===== config.mk =====
export PLATFORM = sky130hd
export DESIGN_NAME = sync_fifo_param_flat
export DESIGN_NICKNAME = d
export VERILOG_FILES = /design/src/rtl/sync_fifo_pkg.sv /design/src/rtl/sync_fifo_param_if.sv /design/src/rtl/fifo_mem_dp.sv /design/src/rtl/sync_fifo_param.sv /design/src/flat_wrapper.sv
export SDC_FILE = /design/constraint.sdc
export NUM_CORES = 1
export LEC_CHECK = 0
export ABC_AREA = 1
export CAP_MARGIN = 20
export CORE_ASPECT_RATIO = 1.75
export CORE_MARGIN = 4
export CORE_UTILIZATION = 49
export CTS_BUF_LIST = sky130_fd_sc_hd__clkbuf_8
export CTS_CLUSTER_DIAMETER = 100
export DETAILED_ROUTE_END_ITERATION = 10
export PLACE_DENSITY_LB_ADDON = 0.25
export SETUP_SLACK_MARGIN = 0.1
export SYNTH_ARGS = -nofsm -noshare
export SYNTH_HDL_FRONTEND = slang
export SYNTH_HIERARCHICAL = 1
export SYNTH_SLANG_ARGS = --single-unit

===== constraint.sdc =====
create_clock -name clk -period 2.2 [get_ports clk]
set_input_delay 0.22 -clock clk [delete_from_list [all_inputs] [get_ports clk]]
set_output_delay 0.22 -clock clk [all_outputs]
set_load 0.01 [all_outputs]

===== src/rtl/sync_fifo_pkg.sv =====
// -----------------------------------------------------------------------------
// sync_fifo_pkg
// Shared definitions for the synchronous FIFO slice:
//   DEF_DATA_W / DEF_DEPTH : default word width and entry count
//   fifo_op_e              : per-cycle operation class ({write accepted, read accepted})
//   cnt_width()            : width of the occupancy counter (must hold 0..DEPTH)
//   is_pow2()              : elaboration-time helper for the DEPTH legality check
// -----------------------------------------------------------------------------
package sync_fifo_pkg;

  localparam int DEF_DATA_W = 8;
  localparam int DEF_DEPTH  = 16;

  // Encoding is {write accepted, read accepted} so it can be built by a cast.
  typedef enum logic [1:0] {
    OP_IDLE = 2'b00,
    OP_RD   = 2'b01,
    OP_WR   = 2'b10,
    OP_RW   = 2'b11
  } fifo_op_e;

  // One extra bit beyond the address width so that DEPTH itself is representable.
  function automatic int cnt_width(input int depth);
    return $clog2(depth) + 1;
  endfunction

  function automatic bit is_pow2(input int v);
    return (v > 0) && ((v & (v - 1)) == 0);
  endfunction

endpackage


===== src/rtl/sync_fifo_param_if.sv =====
// -----------------------------------------------------------------------------
// sync_fifo_param_if
// Bus bundle between a FIFO user (master) and the FIFO (slave).
//   master drives : wr, rd, data_in
//   slave drives  : data_out, full, empty, almost_full, almost_empty,
//                   count, overflow, underflow
// Parameters must match those of the sync_fifo_param instance it connects to.
// -----------------------------------------------------------------------------
interface sync_fifo_param_if
  import sync_fifo_pkg::*;
#(
  parameter int DATA_W = DEF_DATA_W,
  parameter int DEPTH  = DEF_DEPTH
);

  localparam int CNT_W = cnt_width(DEPTH);

  logic              wr;
  logic              rd;
  logic [DATA_W-1:0] data_in;
  logic [DATA_W-1:0] data_out;
  logic              full;
  logic              empty;
  logic              almost_full;
  logic              almost_empty;
  logic [CNT_W-1:0]  count;
  logic              overflow;
  logic              underflow;

  modport master (
    output wr, rd, data_in,
    input  data_out, full, empty, almost_full, almost_empty,
           count, overflow, underflow
  );

  modport slave (
    input  wr, rd, data_in,
    output data_out, full, empty, almost_full, almost_empty,
           count, overflow, underflow
  );

endinterface


===== src/rtl/fifo_mem_dp.sv =====
// -----------------------------------------------------------------------------
// fifo_mem_dp
// Storage for the FIFO: DEPTH x DATA_W array with one write port and one
// registered read port.
//   clk   : clock
//   reset : async active-low, clears only the read register (not the array)
//   we    : write enable, stores wdata at waddr
//   re    : read enable, loads mem[raddr] into the read register
//   rdata : read register; holds its value while re=0
// A read and write to the same address in one cycle returns the old word.
// -----------------------------------------------------------------------------
module fifo_mem_dp #(
  parameter  int DATA_W = 8,
  parameter  int DEPTH  = 16,
  localparam int AW     = $clog2(DEPTH)
) (
  input  logic              clk,
  input  logic              reset,
  input  logic              we,
  input  logic [AW-1:0]     waddr,
  input  logic [DATA_W-1:0] wdata,
  input  logic              re,
  input  logic [AW-1:0]     raddr,
  output logic [DATA_W-1:0] rdata
);

  logic [DATA_W-1:0] mem_q [DEPTH];
  logic [DATA_W-1:0] rdata_q;
  logic [DATA_W-1:0] rdata_d;

  always_comb begin
    rdata_d = rdata_q;
    if (re) rdata_d = mem_q[raddr];
  end

  // Array deliberately has no reset so it maps onto RAM primitives.
  always_ff @(posedge clk) begin
    if (we) mem_q[waddr] <= wdata;
  end

  always_ff @(posedge clk or negedge reset) begin
    if (!reset) rdata_q <= '0;
    else        rdata_q <= rdata_d;
  end

  assign rdata = rdata_q;

endmodule


===== src/rtl/sync_fifo_param.sv =====
// -----------------------------------------------------------------------------
// sync_fifo_param
// Single-clock FIFO with registered output, occupancy count and status flags.
//   clk   : clock, all state on rising edge
//   reset : asynchronous active-low reset; discards contents immediately
//   bus   : sync_fifo_param_if.slave
//     wr/data_in   write request and data
//     rd           read request; data_out valid one cycle later
//     full/empty/almost_full/almost_empty/count : registered status
//     overflow/underflow : one-cycle pulse on a rejected write/read
// Parameters: DATA_W (1..64), DEPTH (power of two, 4..1024),
//   AF_LEVEL (almost_full when count >= AF_LEVEL),
//   AE_LEVEL (almost_empty when count <= AE_LEVEL).
// -----------------------------------------------------------------------------
module sync_fifo_param
  import sync_fifo_pkg::*;
#(
  parameter int DATA_W   = DEF_DATA_W,
  parameter int DEPTH    = DEF_DEPTH,
  parameter int AF_LEVEL = DEPTH - 2,
  parameter int AE_LEVEL = 2
) (
  input logic              clk,
  input logic              reset,
  sync_fifo_param_if.slave bus
);

  localparam int AW    = $clog2(DEPTH);
  localparam int CNT_W = cnt_width(DEPTH);

  localparam logic [CNT_W-1:0] DEPTH_C = CNT_W'(DEPTH);
  localparam logic [CNT_W-1:0] AF_C    = CNT_W'(AF_LEVEL);
  localparam logic [CNT_W-1:0] AE_C    = CNT_W'(AE_LEVEL);

  // Parameter legality, rejected at elaboration.
  if (!is_pow2(DEPTH) || DEPTH < 4 || DEPTH > 1024) begin : g_bad_depth
    $error("sync_fifo_param: DEPTH=%0d must be a power of two in 4..1024", DEPTH);
  end
  if (DATA_W < 1 || DATA_W > 64) begin : g_bad_width
    $error("sync_fifo_param: DATA_W=%0d must be in 1..64", DATA_W);
  end
  if (AF_LEVEL > DEPTH) begin : g_bad_af
    $error("sync_fifo_param: AF_LEVEL=%0d exceeds DEPTH=%0d", AF_LEVEL, DEPTH);
  end
  if (AE_LEVEL >= AF_LEVEL || AE_LEVEL < 0) begin : g_bad_ae
    $error("sync_fifo_param: AE_LEVEL=%0d must be >= 0 and below AF_LEVEL=%0d",
           AE_LEVEL, AF_LEVEL);
  end

  logic [AW-1:0]     wr_ptr_q, wr_ptr_d;
  logic [AW-1:0]     rd_ptr_q, rd_ptr_d;
  logic [CNT_W-1:0]  count_q, count_d;
  logic              full_q, full_d;
  logic              empty_q, empty_d;
  logic              almost_full_q, almost_full_d;
  logic              almost_empty_q, almost_empty_d;
  logic              overflow_q, overflow_d;
  logic              underflow_q, underflow_d;

  logic              wr_ok;
  logic              rd_ok;
  fifo_op_e          op;
  logic [DATA_W-1:0] rdata;

  always_comb begin
    // A write into a full FIFO is still accepted when a read frees the slot
    // on the same edge; the read port returns the old word at that address.
    wr_ok = bus.wr && (!full_q || bus.rd);
    rd_ok = bus.rd && !empty_q;
    op    = fifo_op_e'({wr_ok, rd_ok});

    wr_ptr_d = wr_ptr_q;
    rd_ptr_d = rd_ptr_q;
    if (wr_ok) wr_ptr_d = wr_ptr_q + 1'b1;  // power-of-two depth: natural wrap
    if (rd_ok) rd_ptr_d = rd_ptr_q + 1'b1;

    count_d = count_q;
    unique case (op)
      OP_WR:   count_d = count_q + 1'b1;
      OP_RD:   count_d = count_q - 1'b1;
      default: count_d = count_q;
    endcase

    // Flags come from the next count so they line up with count_q.
    full_d         = (count_d == DEPTH_C);
    empty_d        = (count_d == '0);
    almost_full_d  = (count_d >= AF_C);
    almost_empty_d = (count_d <= AE_C);
    overflow_d     = bus.wr && !wr_ok;
    underflow_d    = bus.rd && !rd_ok;
  end

  always_ff @(posedge clk or negedge reset) begin
    if (!reset) begin
      wr_ptr_q       <= '0;
      rd_ptr_q       <= '0;
      count_q        <= '0;
      full_q         <= 1'b0;
      empty_q        <= 1'b1;
      almost_full_q  <= 1'b0;
      almost_empty_q <= 1'b1;
      overflow_q     <= 1'b0;
      underflow_q    <= 1'b0;
    end else begin
      wr_ptr_q       <= wr_ptr_d;
      rd_ptr_q       <= rd_ptr_d;
      count_q        <= count_d;
      full_q         <= full_d;
      empty_q        <= empty_d;
      almost_full_q  <= almost_full_d;
      almost_empty_q <= almost_empty_d;
      overflow_q     <= overflow_d;
      underflow_q    <= underflow_d;
    end
  end

  fifo_mem_dp #(
    .DATA_W (DATA_W),
    .DEPTH  (DEPTH)
  ) u_mem (
    .clk   (clk),
    .reset (reset),
    .we    (wr_ok),
    .waddr (wr_ptr_q),
    .wdata (bus.data_in),
    .re    (rd_ok),
    .raddr (rd_ptr_q),
    .rdata (rdata)
  );

  assign bus.data_out     = rdata;
  assign bus.count        = count_q;
  assign bus.full         = full_q;
  assign bus.empty        = empty_q;
  assign bus.almost_full  = almost_full_q;
  assign bus.almost_empty = almost_empty_q;
  assign bus.overflow     = overflow_q;
  assign bus.underflow    = underflow_q;

endmodule


===== src/flat_wrapper.sv =====
// flat-port wrapper written by rule: the top's interface ports become plain ports
module sync_fifo_param_flat import sync_fifo_pkg::*;
#(
  parameter int DATA_W   = DEF_DATA_W,
  parameter int DEPTH    = DEF_DEPTH,
  parameter int AF_LEVEL = DEPTH - 2,
  parameter int AE_LEVEL = 2
)
  (clk, reset, bus_wr, bus_rd, bus_data_in, bus_data_out, bus_full, bus_empty, bus_almost_full, bus_almost_empty, bus_count, bus_overflow, bus_underflow);
  sync_fifo_param_if #(.DATA_W(DATA_W), .DEPTH(DEPTH)) bus_i ();
  input logic clk;
  input logic reset;
  input wire logic [$bits(bus_i.wr)-1:0] bus_wr;
  input wire logic [$bits(bus_i.rd)-1:0] bus_rd;
  input wire logic [$bits(bus_i.data_in)-1:0] bus_data_in;
  output wire logic [$bits(bus_i.data_out)-1:0] bus_data_out;
  output wire logic [$bits(bus_i.full)-1:0] bus_full;
  output wire logic [$bits(bus_i.empty)-1:0] bus_empty;
  output wire logic [$bits(bus_i.almost_full)-1:0] bus_almost_full;
  output wire logic [$bits(bus_i.almost_empty)-1:0] bus_almost_empty;
  output wire logic [$bits(bus_i.count)-1:0] bus_count;
  output wire logic [$bits(bus_i.overflow)-1:0] bus_overflow;
  output wire logic [$bits(bus_i.underflow)-1:0] bus_underflow;
  assign bus_i.wr = bus_wr;
  assign bus_i.rd = bus_rd;
  assign bus_i.data_in = bus_data_in;
  assign bus_data_out = bus_i.data_out;
  assign bus_full = bus_i.full;
  assign bus_empty = bus_i.empty;
  assign bus_almost_full = bus_i.almost_full;
  assign bus_almost_empty = bus_i.almost_empty;
  assign bus_count = bus_i.count;
  assign bus_overflow = bus_i.overflow;
  assign bus_underflow = bus_i.underflow;
  sync_fifo_param #(.DATA_W(DATA_W), .DEPTH(DEPTH), .AF_LEVEL(AF_LEVEL), .AE_LEVEL(AE_LEVEL)) u_core (.clk(clk), .reset(reset), .bus(bus_i));
endmodule

# Word-level counts from Yosys, hierarchy flattened
# Memories as Yosys holds them, arrays and structs flattened. A register that Yosys moved wholly into a read port is not among the register bits.
# Index checks and enable logic that the tools add are counted.
dict set report word_totals {
  memories 1
  in_bits 12
  register_bits 19
  mem_bits_rw 128
  elab_cells 33
}
# memory words word_bits rd rd_ports_with_merged_regs write_ports line
set mem_list {}
lappend mem_list {u_core.u_mem.mem_q 16 8 1 1 1 fifo_mem_dp.sv:27} ;# logic [DATA_W-1:0] mem_q [DEPTH];
dict set report classes {
  n_reduce_logical 11
  n_lt_le_gt_ge 2
  addsub 4
  mux 3
  eq_ne 3
}
# operator count
set ops {}
lappend ops {{$pmux W5 S2} 1}
lappend ops {{$add A4 B1 Y4 const B} 2}
lappend ops {{$add A5 B1 Y5 const B} 1}
lappend ops {{$eq A5 B5 Y1 const B} 1}
lappend ops {{$ge A5 B4 Y1 const B} 1}
lappend ops {{$le A5 B2 Y1 const B} 1}
lappend ops {{$logic_not A1 Y1} 5}
lappend ops {{$logic_not A5 Y1} 1}
lappend ops {{$sub A5 B1 Y5 const B} 1}
lappend ops {{$logic_and A1 B1 Y1} 4}
lappend ops {{$eq A2 B1 Y1 const B} 1}
lappend ops {{$eq A2 B2 Y1 const B} 1}
lappend ops {{$mux W1} 2}
lappend ops {{$logic_or A1 B1 Y1} 1}

# Longest topological paths before layout
# Gate-level depths: netlist of the first run.
dict set report logic_depth {
  word_depth 6
  depth_mapped 16
  mapped_depth_nobuf 16
}

# Cells and area by module
# Netlist of the first run, hierarchy kept.
# module cells_each seq_area_each_um2 area_per_inst_um2 n_inst
set by_module_without_submodules {}
lappend by_module_without_submodules {fifo_mem_dp 483 4043.9 5635.4 1}
lappend by_module_without_submodules {sync_fifo_param 115 478.0 1007.2 1}

# Least setup slack after synthesis of the first run
# OpenSTA, ideal clock, no wires.
dict set report synth_path {
  path_kind {flip-flop to flip-flop}
  from {register u_core.empty_q (netlist: u_core/bus.empty)}
  to {register u_core.empty_q (netlist: u_core/bus.empty)}
  setup_ns 0.067
  period_less_slack_ns 2.080
  slack_ns 0.120
  path_stages_with_launch 14
  t_required_ns 2.133
  arrival_time_ns 2.012
  cell_sequence {dfstp_2 > nor2_1 > ha_1 > nor2_1 > nor2_2 > ha_1 > inv_1 > nand2_1 > nand2_2 > o21ai_4 > nand3_2 > nand2_2 > nand2_2 > nor2_1}
}
dict set report synth_between {
  elab_chain_len 5
  word_cells_on_any_way 6
  classes_between {2 x eq/ne; 1 x mux; 3 x reduce/logical}
}
# item line
set synth_rtl {}
lappend synth_rtl {{start, declared} sync_fifo_param.sv:54} ;# logic empty_q, empty_d;
lappend synth_rtl {{start signal, assigned} sync_fifo_param.sv:109} ;# empty_q <= empty_d;
lappend synth_rtl {{$logic_not A1 Y1 *} sync_fifo_param.sv:69} ;# rd_ok = bus.rd && !empty_q;
lappend synth_rtl {{$logic_and A1 B1 Y1 *} sync_fifo_param.sv:69}
lappend synth_rtl {{via u_core.rd_ok} sync_fifo_param.sv:61} ;# logic rd_ok;
lappend synth_rtl {{$eq A2 B1 Y1 or $eq A2 B2 Y1 (tied branches)} sync_fifo_param.sv:78} ;# unique case (op)
lappend synth_rtl {{$pmux W5 S2 *} sync_fifo_param.sv:78}
lappend synth_rtl {{via u_core.count_d[4]} sync_fifo_param.sv:52} ;# logic [CNT_W-1:0] count_q, count_d;
lappend synth_rtl {{$logic_not A5 Y1 *} sync_fifo_param.sv:86} ;# empty_d = (count_d == '0);
lappend synth_rtl {{via u_core.empty_d} sync_fifo_param.sv:54}
# Mark *: on every way through the listed nets, which the timed path passes. The rest lies on a longest branch.
# A chain may end at the register's enable or synchronous reset.

# Final worst setup path of the first run
dict set report layout_path {
  from {register u_core.full_q (netlist: u_core/bus.full)}
  to {register u_core.full_q (netlist: u_core/bus.full)}
}
dict set report layout_between {
  elab_chain_len 6
  word_cells_on_any_way 7
  classes_between {3 x eq/ne; 1 x mux; 3 x reduce/logical}
}
# item line
set layout_rtl {}
lappend layout_rtl {{start, declared} sync_fifo_param.sv:53} ;# logic full_q, full_d;
lappend layout_rtl {{start signal, assigned} sync_fifo_param.sv:108} ;# full_q <= full_d;
lappend layout_rtl {{$logic_not A1 Y1 *} sync_fifo_param.sv:68} ;# wr_ok = bus.wr && (!full_q || bus.rd);
lappend layout_rtl {{$logic_or A1 B1 Y1 *} sync_fifo_param.sv:68}
lappend layout_rtl {{$logic_and A1 B1 Y1 *} sync_fifo_param.sv:68}
lappend layout_rtl {{$eq A2 B1 Y1 or $eq A2 B2 Y1 (tied branches)} sync_fifo_param.sv:78}
lappend layout_rtl {{$pmux W5 S2 *} sync_fifo_param.sv:78}
lappend layout_rtl {{via u_core.count_d[2]} sync_fifo_param.sv:52}
lappend layout_rtl {{$eq A5 B5 Y1 *} sync_fifo_param.sv:85} ;# full_d = (count_d == DEPTH_C);
lappend layout_rtl {{via u_core.full_d} sync_fifo_param.sv:53}
# Marks and branches as above.

==> results.sh, run 1 <==
export IMPL_status="completed"
export IMPL_grt_overflow=0
export IMPL_cts_max_level=4
export IMPL_wl_per_cell_um=17.8
export IMPL_insertion_delay_ps=430
export IMPL_synthAdderAreaFrac_pct=0.942
export IMPL_cts_buffers=17
export IMPL_max_freq_ghz=0.502
export IMPL_num_rows=56
export IMPL_path_max_fanout=3
export IMPL_die_area_um2=15600
export IMPL_crit_chain="inv_1 > o21ai_2 > ha_4 > nand2_2 > inv_2 > nor2_4 > ha_2 > inv_2 > nand2_4 > inv_2 > nand2_2 > nand3_2 > nand2_2 > nor2_1 > nand3_1 > nor2_1"
export IMPL_synth_mux_area_share_pct=0.170
export IMPL_critPathTopFamily="simple AND/OR/NAND/NOR gates"
export IMPL_syn_area_um2=6640
export IMPL_yosys_area_share_simple_pct=24.0
export IMPL_powerDensity_nw_per_um2=1320
export IMPL_synth_distinct_cells=26
export IMPL_dr_pass1_iters=5
export IMPL_cts_tree="done"
export IMPL_syn_nets=615
export IMPL_vias_per_cell=5.36
export IMPL_p_leak_nw=3.08
export IMPL_combPwrFrac_pct=40.7
export IMPL_grt_pass1_wl_um=24200
export IMPL_drc=0
export IMPL_cp_end_kind="register"
export IMPL_arrival_ps=2340
export IMPL_syn_to_final_growth_pct=15.6
export IMPL_yosysSeqAreaShare_pct=68.1
export IMPL_max_slew_margin_pct=59.8
export IMPL_die_y_um=162
export IMPL_fin_worst_skew_ps=14.2
export IMPL_start_kind="register"
export IMPL_synth_top_family_by_area="simple AND/OR/NAND/NOR gates"
export IMPL_synth_seq_cells=155
export IMPL_initial_core_util_pct=49.6
export IMPL_hpwl_um=10200
export IMPL_place_area_um2=7220
export IMPL_netlist_instances=598
export IMPL_crit_required_ps=2550
export IMPL_antenna_found_initial=0
export IMPL_p_sw_w=0.00405
export IMPL_finalCritPeriodShare_pct=90.5
export IMPL_drive_above_1_share_pct=15.8
export IMPL_grt_max_degree=41
export IMPL_grt_total_usage_pct=21.1
export IMPL_antenna_cells=0
export IMPL_irDropWorstVdd_v=0.000884
export IMPL_cts_path_max_buffers=2
export IMPL_worst_pin_slew_ps=602
export IMPL_place_port_buffers=30
export IMPL_period_minus_slack_ps=1990
export IMPL_drt_wl_total_um=15100
export IMPL_report_final_slew_viol_count=0
export IMPL_final_antenna_net_count=0
export IMPL_synth_compound_area_share_pct=0.584
export IMPL_switching_share_pct=39.9
export IMPL_nFillCells=1114
export IMPL_worstHoldPathType="in2async"
export IMPL_grt_pass1_vias=4655
export IMPL_worstSetupPathType="reg2reg"
export IMPL_maxCapViolations=0
export IMPL_seq_power_share_pct=40.2
export IMPL_cts_sinks=155
export IMPL_finalSetupViolCount=0
export IMPL_root_buffer="clkbuf_8"
export IMPL_p_total_w=0.0101
export IMPL_ios=31
export IMPL_internal_power_w=0.00609
export IMPL_clkPwrFrac_pct=19.1
export IMPL_dpl_worst_slack_ps=-81.8
export IMPL_layout_cells_most_common_list="nand2_1 (224), edfxtp_1 (128), nand3_1 (105)"
export IMPL_drtIter0Drc=344
export IMPL_final_common_cell="nand2_1"
export IMPL_cp_num_buf_inv=4
export IMPL_synth_xor_area_share_pct=0.923
export IMPL_rsz0062_at_grt="no"
export IMPL_fin_nets=681
export IMPL_finish_instance_area_um2=7680
export IMPL_die_x_um=96.0
export IMPL_gp_congestion=0.885
export IMPL_max_stage_delay_ps=400
export IMPL_core_area_um2=13400
export IMPL_setup_slack_ps=209
export IMPL_clk_pin_slew_ps=90
export IMPL_hold_viol=0
export IMPL_via_count=4561
export IMPL_synth_area_per_cell_um2=11.1
export IMPL_yosys_warnings=6
export IMPL_crit_slowest_cell="dfrtp_1"
==> sequential cells by signal (all words and copies together), names as in the netlist <==
register	count
u_core/u_mem/rdata	8
u_core/bus.overflow	1
u_core/bus.full	1
u_core/bus.underflow	1
u_core/u_mem/mem_q	128
u_core/rd_ptr_q	4
u_core/wr_ptr_q	4
u_core/bus.almost_full	1
u_core/bus.count	5
u_core/bus.empty	1
u_core/bus.almost_empty	1
==> logic make-up (layout without fill, tap and decap cells) <==
group,after synthesis,after routing
DFF,155,155
AOI/OAI and AO/OA,5,5
buffers and inverters,50,129
xor gates and xnor gates,7,7
and+or+nand+nor,375,375
muxes,1,1
adders and majority gates,5,5
==> cell usage after synthesis, drive strengths merged <==
library cell	instances	area, um^2
nand2	233	890
edfxtp	128	3840
nand3	109	561
nor2	27	104
dfrtp	25	626
inv	24	90.1
buf	18	164
clkbuf	8	101
ha	5	62.6
nand4	5	31.3
xnor2	5	43.8
o21ai	3	26.3
dfstp	2	52.6
xor2	2	17.5
a21oi	1	5.00
and3	1	6.26
mux2	1	11.3
o21a	1	7.51
==> worst paths after layout <==
path	from	to	slack, ps	cells after the start
setup / recovery	u_core/bus.full$_DFF_PN0_	u_core/bus.full$_DFF_PN0_	210	16
hold / removal	reset	u_core/bus.underflow$_DFF_PN0_	160	2
setup reg to reg	u_core/bus.full$_DFF_PN0_	u_core/bus.full$_DFF_PN0_	210	16
hold reg to reg	u_core/u_mem/rdata[6]$_DFFE_PN0P_	u_core/u_mem/rdata[6]$_DFFE_PN0P_	490	2
max in group asynchronous	reset	u_core/bus.empty$_DFF_PN1_	1720	2
min in group clk	bus_rd	u_core/bus.underflow$_DFF_PN0_	380	3
==> through the flow <==
step	util [%]	std cells	hold WS (ps)	setup TNS [ps]
finish	57.4	851	156	0
global route	57.4	851	167	0
CTS	56.6	848	130	0
detailed placement	54.0	816	468	-236
global placement	54.0	816	469	-55.2
floorplan	-	598	-75.6	0
==> final cells by class <==
class,count,area [um^2],area share (%)
Multi-Input combinational cell,393,1840,24.0
Clock buffer,17,234,3.05
Sequential cell,155,4520,58.9
Clock inverter,15,125,1.63
Timing Repair Buffer,73,648,8.44
Tap cell,174,218,2.84
Inverter,24,90.1,1.17
==> what timing repair did <==
item | CTS | global route
setup buffers | 0 | 3
resized for setup | 0 | 22
hold buffers | 0 | 0
setup endpoints to repair | 0 | 5
==> metal layers <==
metal  global-route usage, %  share of wire [%]  routed length, um
met5                       0                  0                  0
met4                    13.5                5.6                851
met3                    3.85                4.7                710
met2                    35.9                 54               8170
met1                    23.7                 36               5410
==> power by group through the flow <==
stage | registers [W] | logic (W) | clock network (W)
detailed placement | 0.00411 | 0.00398 | 0
global placement | 0.00410 | 0.00391 | 0
global route | 0.00412 | 0.00462 | 0.00212
CTS | 0.00405 | 0.00400 | 0.00199
finish | 0.00407 | 0.00413 | 0.00194
floorplan | 0.00404 | 0.00276 | 0
(Power assumes the default switching activity.)
==> run 2: changes to the inputs <==
--- a/config.mk
+++ b/config.mk
@@ -11,5 +11,4 @@
 export CORE_MARGIN = 4
 export CORE_UTILIZATION = 49
-export CTS_BUF_LIST = sky130_fd_sc_hd__clkbuf_8
 export CTS_CLUSTER_DIAMETER = 100
 export DETAILED_ROUTE_END_ITERATION = 10
==> constraint.sdc (replaced) <==
create_clock -name clk -period 2.2 [get_ports clk]
set_input_delay 0.33 -clock clk [delete_from_list [all_inputs] [get_ports clk]]
set_output_delay 0.33 -clock clk [all_outputs]
set_load 0.01 [all_outputs]
==> run 2 against run 1 <==
Design area grew 1.8%; hold slack improved by 55 ps; die area is the same; register-to-register slack got worse by 50 ps; global-route usage fell by 0.24 points; fmax fell by 2.6%; combinational power increased by 2%; via count fell by 0.68%; power increased by 6.4%; flip-flop and latch count unchanged; cell count fell by 0.24%; clock-buffer cell count did not move; critical path type unchanged; largest cell class unchanged; highest routed layer unchanged.
==> results.sh, run 2 (synthesized netlist as in run 1, its figures left out) <==
export IMPL_maxCapViolations=0
export IMPL_whs_ps=210
export IMPL_die_area_um2=15600
export IMPL_seqCellArea_um2=4520
export IMPL_ctsHoldBuffers=0
export IMPL_vias_per_cell=5.34
export IMPL_num_rows=56
export IMPL_cts_max_level=4
export IMPL_worst_pin_slew_ps=662
export IMPL_fin_worst_skew_ps=8.77
export IMPL_fin_cells=849
export IMPL_powerDensity_nw_per_um2=1380
export IMPL_via_count=4530
export IMPL_die_x_um=96.0
export IMPL_antenna_cells=0
export IMPL_rsz0062_at_grt="no"
export IMPL_multi_input_area_um2=1820
export IMPL_p_leak_nw=3.15
export IMPL_drc=0
export IMPL_place_area_um2=7210
export IMPL_status="completed"
export IMPL_cts_path_max_buffers=2
export IMPL_wl_per_cell_um=18.1
export IMPL_fin_nets=679
export IMPL_period_minus_slack_ps=2040
export IMPL_cts_sinks=155
export IMPL_p_total_w=0.0108
export IMPL_finalCritPeriodShare_pct=92.9
export IMPL_gp_congestion=0.875
export IMPL_initial_core_util_pct=49.6
export IMPL_start_kind="register"
export IMPL_drt_wl_total_um=15300
export IMPL_insertion_delay_ps=420
export IMPL_post_route_util_pct=58.4
export IMPL_grt_max_degree=68
export IMPL_max_slew_margin_pct=55.8
export IMPL_finish_instance_area_um2=7820
export IMPL_cp_end_kind="register"
export IMPL_cts_tree="done"
export IMPL_layout_cells_most_common_list="nand2_1 (226), edfxtp_1 (128), nand3_1 (104)"
export IMPL_regMostFlops="u_core/u_mem/mem_q"
export IMPL_largest_register_ffs=128
export IMPL_final_common_cell="nand2_1"
export IMPL_grt_total_usage_pct=20.9
export IMPL_crit_required_ps=2540
export IMPL_dr_pass1_iters=5
export IMPL_combPwrFrac_pct=39.3
export IMPL_worstSetupPathType="reg2reg"
export IMPL_nFillCells=1110
export IMPL_arrival_ps=2390
export IMPL_grt_pass1_wl_um=23800
export IMPL_crit_slowest_cell="dfrtp_1"
export IMPL_final_antenna_net_count=0
export IMPL_max_freq_ghz=0.489
export IMPL_worstHoldPathType="in2reg"
export IMPL_internal_power_w=0.00662
export IMPL_irDropWorstVdd_v=0.000898
export IMPL_syn_to_final_growth_pct=17.7
export IMPL_hold_viol=0
export IMPL_cts_buffers=17
export IMPL_antenna_found_initial=0
export IMPL_place_port_buffers=30
export IMPL_die_y_um=162
export IMPL_p_sw_w=0.00416
export IMPL_crit_chain="inv_1 > o21ai_2 > ha_2 > nand2_1 > inv_2 > nor2_4 > ha_4 > inv_1 > nand2_2 > inv_1 > nand2_1 > nand3_2 > nand2_2 > nor2_2 > nand3_2 > nor2_1"
export IMPL_drtIter0Drc=344
export IMPL_path_max_fanout=3
export IMPL_clk_pin_slew_ps=60
export IMPL_seq_power_share_pct=36.9
export IMPL_root_buffer="clkbuf_16"
export IMPL_ios=31
export IMPL_dp_cells=815
export IMPL_clkPwrFrac_pct=23.9
export IMPL_grt_pass1_vias=4657
export IMPL_drive_above_1_share_pct=15.3
export IMPL_switching_share_pct=38.6
export IMPL_core_area_um2=13400
export IMPL_max_stage_delay_ps=400
export IMPL_finalSetupViolCount=0
export IMPL_path_common_cell="inv_1"
export IMPL_report_final_slew_viol_count=0
export IMPL_hpwl_um=9990
export IMPL_grt_overflow=0
run 2: critical path: cells and delay by family (launching register included):
family	cells	cell delay (ps)
simple gates	9	760
flops	1	400
fa+ha+maj	2	380
buf+inv	4	270
compound gates	1	160
run 2: layout make-up:
class / instances / share of cell area [%]
sequential: 155 / 57.9
multi-input combinational: 393 / 23.3
tap: 174 / 2.79
inverter: 24 / 1.15
timing repair buffer: 71 / 8.13
clock inverter: 15 / 1.31
clock buffer: 17 / 5.44
run 2: per-stage QoR:
stage	setup TNS, ps	setup slack [ps]
2_1_floorplan	0	120
5_1_grt	0	63.9
3_5_place_dp	-831	-194
4_1_cts	0	181
6_report	0	156
3_3_place_gp	-583	-145
run 2: layer usage:
layer	up-vias	track usage [%]	wire (um)
met4	0	10.4	605
met3	43	4.22	556
met5	-	0	0
met2	145	38.2	8590
li1	2158	-	-
met1	2184	21.9	5590
run 2: final timing paths:
path                                                     endpoint  slack, ps  cells past startpoint                         startpoint
worst max-delay path                    u_core/bus.full$_DFF_PN0_        160                     16          u_core/bus.full$_DFF_PN0_
worst min-delay path               u_core/bus.underflow$_DFF_PN0_        210                      3                             bus_rd
worst max register to register          u_core/bus.full$_DFF_PN0_        160                     16          u_core/bus.full$_DFF_PN0_
worst min register to register  u_core/u_mem/rdata[0]$_DFFE_PN0P_        480                      2  u_core/u_mem/rdata[0]$_DFFE_PN0P_
max in group asynchronous       u_core/bus.almost_empty$_DFF_PN1_       1610                      2                              reset
min in group asynchronous           u_core/bus.overflow$_DFF_PN0_        280                      2                              reset
run 2: what timing repair did:
action / in CTS / in global routing
setup endpoints to repair: 0 / 5
resized for setup: 0 / 17
buffers inserted: 0 / 2
run 2: power groups by stage:
stage,combinational [W],clock [W],sequential [W]
3_5_place_dp,0.00410,0,0.00402
4_1_cts,0.00412,0.00261,0.00396
2_1_floorplan,0.00276,0,0.00404
3_3_place_gp,0.00397,0,0.00400
5_1_grt,0.00465,0.00274,0.00402
6_report,0.00423,0.00257,0.00398
==> run 3: changes to the inputs <==
Clock period 2.2 ns to 2 ns, I/O delays scaled along.
==> run 3 against run 2 <==
Non-clock buffer count grew 9; sequential share of layout area fell by 1.2 points; register-to-register slack got worse by 30 ps; via count grew 0.24%; clock-buffer cell count is 3 higher; clock power increased by 28%; fmax rose by 9.3%; critical path depth down 2; global-route usage increased by 0.15 points; critical endpoint is now u_core/bus.empty$_DFF_PN1_; largest power group unchanged; highest routed layer unchanged.
==> results.sh, run 3 (synthesized netlist as in run 1, its figures left out) <==
export IMPL_r2r_cells=14
export IMPL_p_leak_nw=3.22
export IMPL_grt_overflow=0
export IMPL_wl_per_cell_um=17.5
export IMPL_arrival_ps=2220
export IMPL_syn_to_final_growth_pct=20.2
export IMPL_grt_max_degree=41
export IMPL_num_rows=56
export IMPL_r2r_start="u_core/bus.empty$_DFF_PN1_"
export IMPL_antenna_found_initial=0
export IMPL_hpwl_um=10400
export IMPL_maxCapViolations=0
export IMPL_crit_chain="nor2_4 > ha_4 > nor2_2 > nor2_4 > ha_4 > inv_2 > nand2_4 > inv_1 > nand2_1 > nand3_2 > nand2_2 > nor2_1 > nand3_1 > nor2_1"
export IMPL_rsz0062_at_grt="yes"
export IMPL_final_common_cell="nand2_1"
export IMPL_cts_sinks=155
export IMPL_via_count=4541
export IMPL_drive_above_1_share_pct=16.7
export IMPL_insertion_delay_ps=410
export IMPL_grt_total_usage_pct=21.0
export IMPL_root_buffer="clkbuf_16"
export IMPL_finish_instance_area_um2=7980
export IMPL_whs_ps=257
export IMPL_max_slew_margin_pct=56.9
export IMPL_crit_slowest_cell="dfstp_2"
export IMPL_largest_register_ffs=128
export IMPL_place_port_buffers=30
export IMPL_grt_pass1_wl_um=23900
export IMPL_vias_per_cell=5.29
export IMPL_critPathLaunch="u_core/bus.empty$_DFF_PN1_"
export IMPL_drc=0
export IMPL_initial_core_util_pct=49.6
export IMPL_drt_wl_total_um=15000
export IMPL_setup_tns_ps=0
export IMPL_finalCritPeriodShare_pct=93.5
export IMPL_antenna_cells=0
export IMPL_cts_tree="done"
export IMPL_start_kind="register"
export IMPL_die_area_um2=15600
export IMPL_ctsHoldBuffers=0
export IMPL_layout_cells_most_common_list="nand2_1 (224), edfxtp_1 (128), nand3_1 (105)"
export IMPL_clk_pin_slew_ps=60
export IMPL_irDropWorstVdd_v=0.000843
export IMPL_drtIter0Drc=295
export IMPL_powerDensity_nw_per_um2=1550
export IMPL_grt_pass1_vias=4587
export IMPL_fin_worst_skew_ps=7.96
export IMPL_hold_viol=0
export IMPL_cts_path_max_buffers=2
export IMPL_die_y_um=162
export IMPL_die_x_um=96.0
export IMPL_cp_num_buf_inv=2
export IMPL_max_stage_delay_ps=560
export IMPL_worstSetupPathType="reg2reg"
export IMPL_cts_buffers=17
export IMPL_r2r_end="u_core/bus.empty$_DFF_PN1_"
export IMPL_status="completed"
export IMPL_core_area_um2=13400
export IMPL_regMostFlops="u_core/u_mem/mem_q"
export IMPL_crit_end="u_core/bus.empty$_DFF_PN1_"
export IMPL_worst_pin_slew_ps=644
export IMPL_place_area_um2=7290
export IMPL_dr_pass1_iters=5
export IMPL_path_depth=14
export IMPL_reg2reg_slack_ps=130
export IMPL_crit_required_ps=2350
export IMPL_finalSetupViolCount=0
export IMPL_path_max_fanout=3
export IMPL_final_antenna_net_count=0
export IMPL_report_final_slew_viol_count=0
export IMPL_ios=31
export IMPL_cp_end_kind="register"
export IMPL_cts_max_level=4
export IMPL_critPathTopFamily="simple AND/OR/NAND/NOR gates"
export IMPL_max_freq_ghz=0.535
export IMPL_worstHoldPathType="in2async"
export IMPL_gp_congestion=0.875
export IMPL_period_minus_slack_ps=1870
export IMPL_fin_nets=688
export IMPL_post_route_util_pct=59.6
[run 3: changes by cell type in the layout (fill, tap and decap cells not counted), sizes merged]
cell           previous run  this run
dlymetal6s2s              1         0
bufinv                    0         4
clkbuf                   17        20
clkdlybuf4s50            29        30
clkinvlp                  3         2
clkinv                   11         5
buf                      41        50
[run 3: per-stage QoR]
stage          total power, W  instances  setup WS [ps]
2_1_floorplan         0.00750        598           82.0
3_3_place_gp          0.00888        825           -282
3_5_place_dp          0.00897        825           -311
4_1_cts                0.0124        857            116
5_1_grt                0.0131        858           7.58
6_report               0.0123        858            129
[run 3: metal layers]
layer  share of wire, %  routed length (um)  track usage [%]  vias up
li1                   -                   -                -     2166
met1                 37                5510             23.7     2199
met2                 55                8290             36.6      141
met3                4.4                 667             4.36       35
met4                3.6                 539             10.7        0
met5                  0                   0                0        -
[run 3: how the worst min path moves through the flow]
stage	depth (start not counted)	start	end	slack [ps]
detailed placement	2	u_core/u_mem/rdata[7]$_DFFE_PN0P_	u_core/u_mem/rdata[7]$_DFFE_PN0P_	460
global route	2	reset	u_core/bus.underflow$_DFF_PN0_	280
CTS	2	reset	u_core/bus.overflow$_DFF_PN0_	260
finish	2	reset	u_core/bus.underflow$_DFF_PN0_	260
global placement	2	u_core/u_mem/rdata[0]$_DFFE_PN0P_	u_core/u_mem/rdata[0]$_DFFE_PN0P_	470
floorplan	0	reset	u_core/bus.almost_full$_DFF_PN0_	4
[run 3: layout make-up]
class	count	area, um^2
Clock inverter	12	171
Clock buffer	20	437
Timing Repair Buffer	80	692
Fill cell	1062	5400
Tap cell	174	218
Inverter	24	90.1
Sequential cell	155	4520
Multi-Input combinational cell	393	1850
[run 3: report_power, final]
group	switching (W)	internal (W)	total [W]
clock network	0.00120	0.00208	0.00328
logic	0.00296	0.00172	0.00469
registers	0.000310	0.00407	0.00438
[run 3: what timing repair did]
item                                    in CTS  in global routing
buffers inserted                             0                  1
endpoints found under the setup margin       4                 14
resized for setup                           14                  5
pin swaps                                   12                 10
gates cloned                                 0                  0
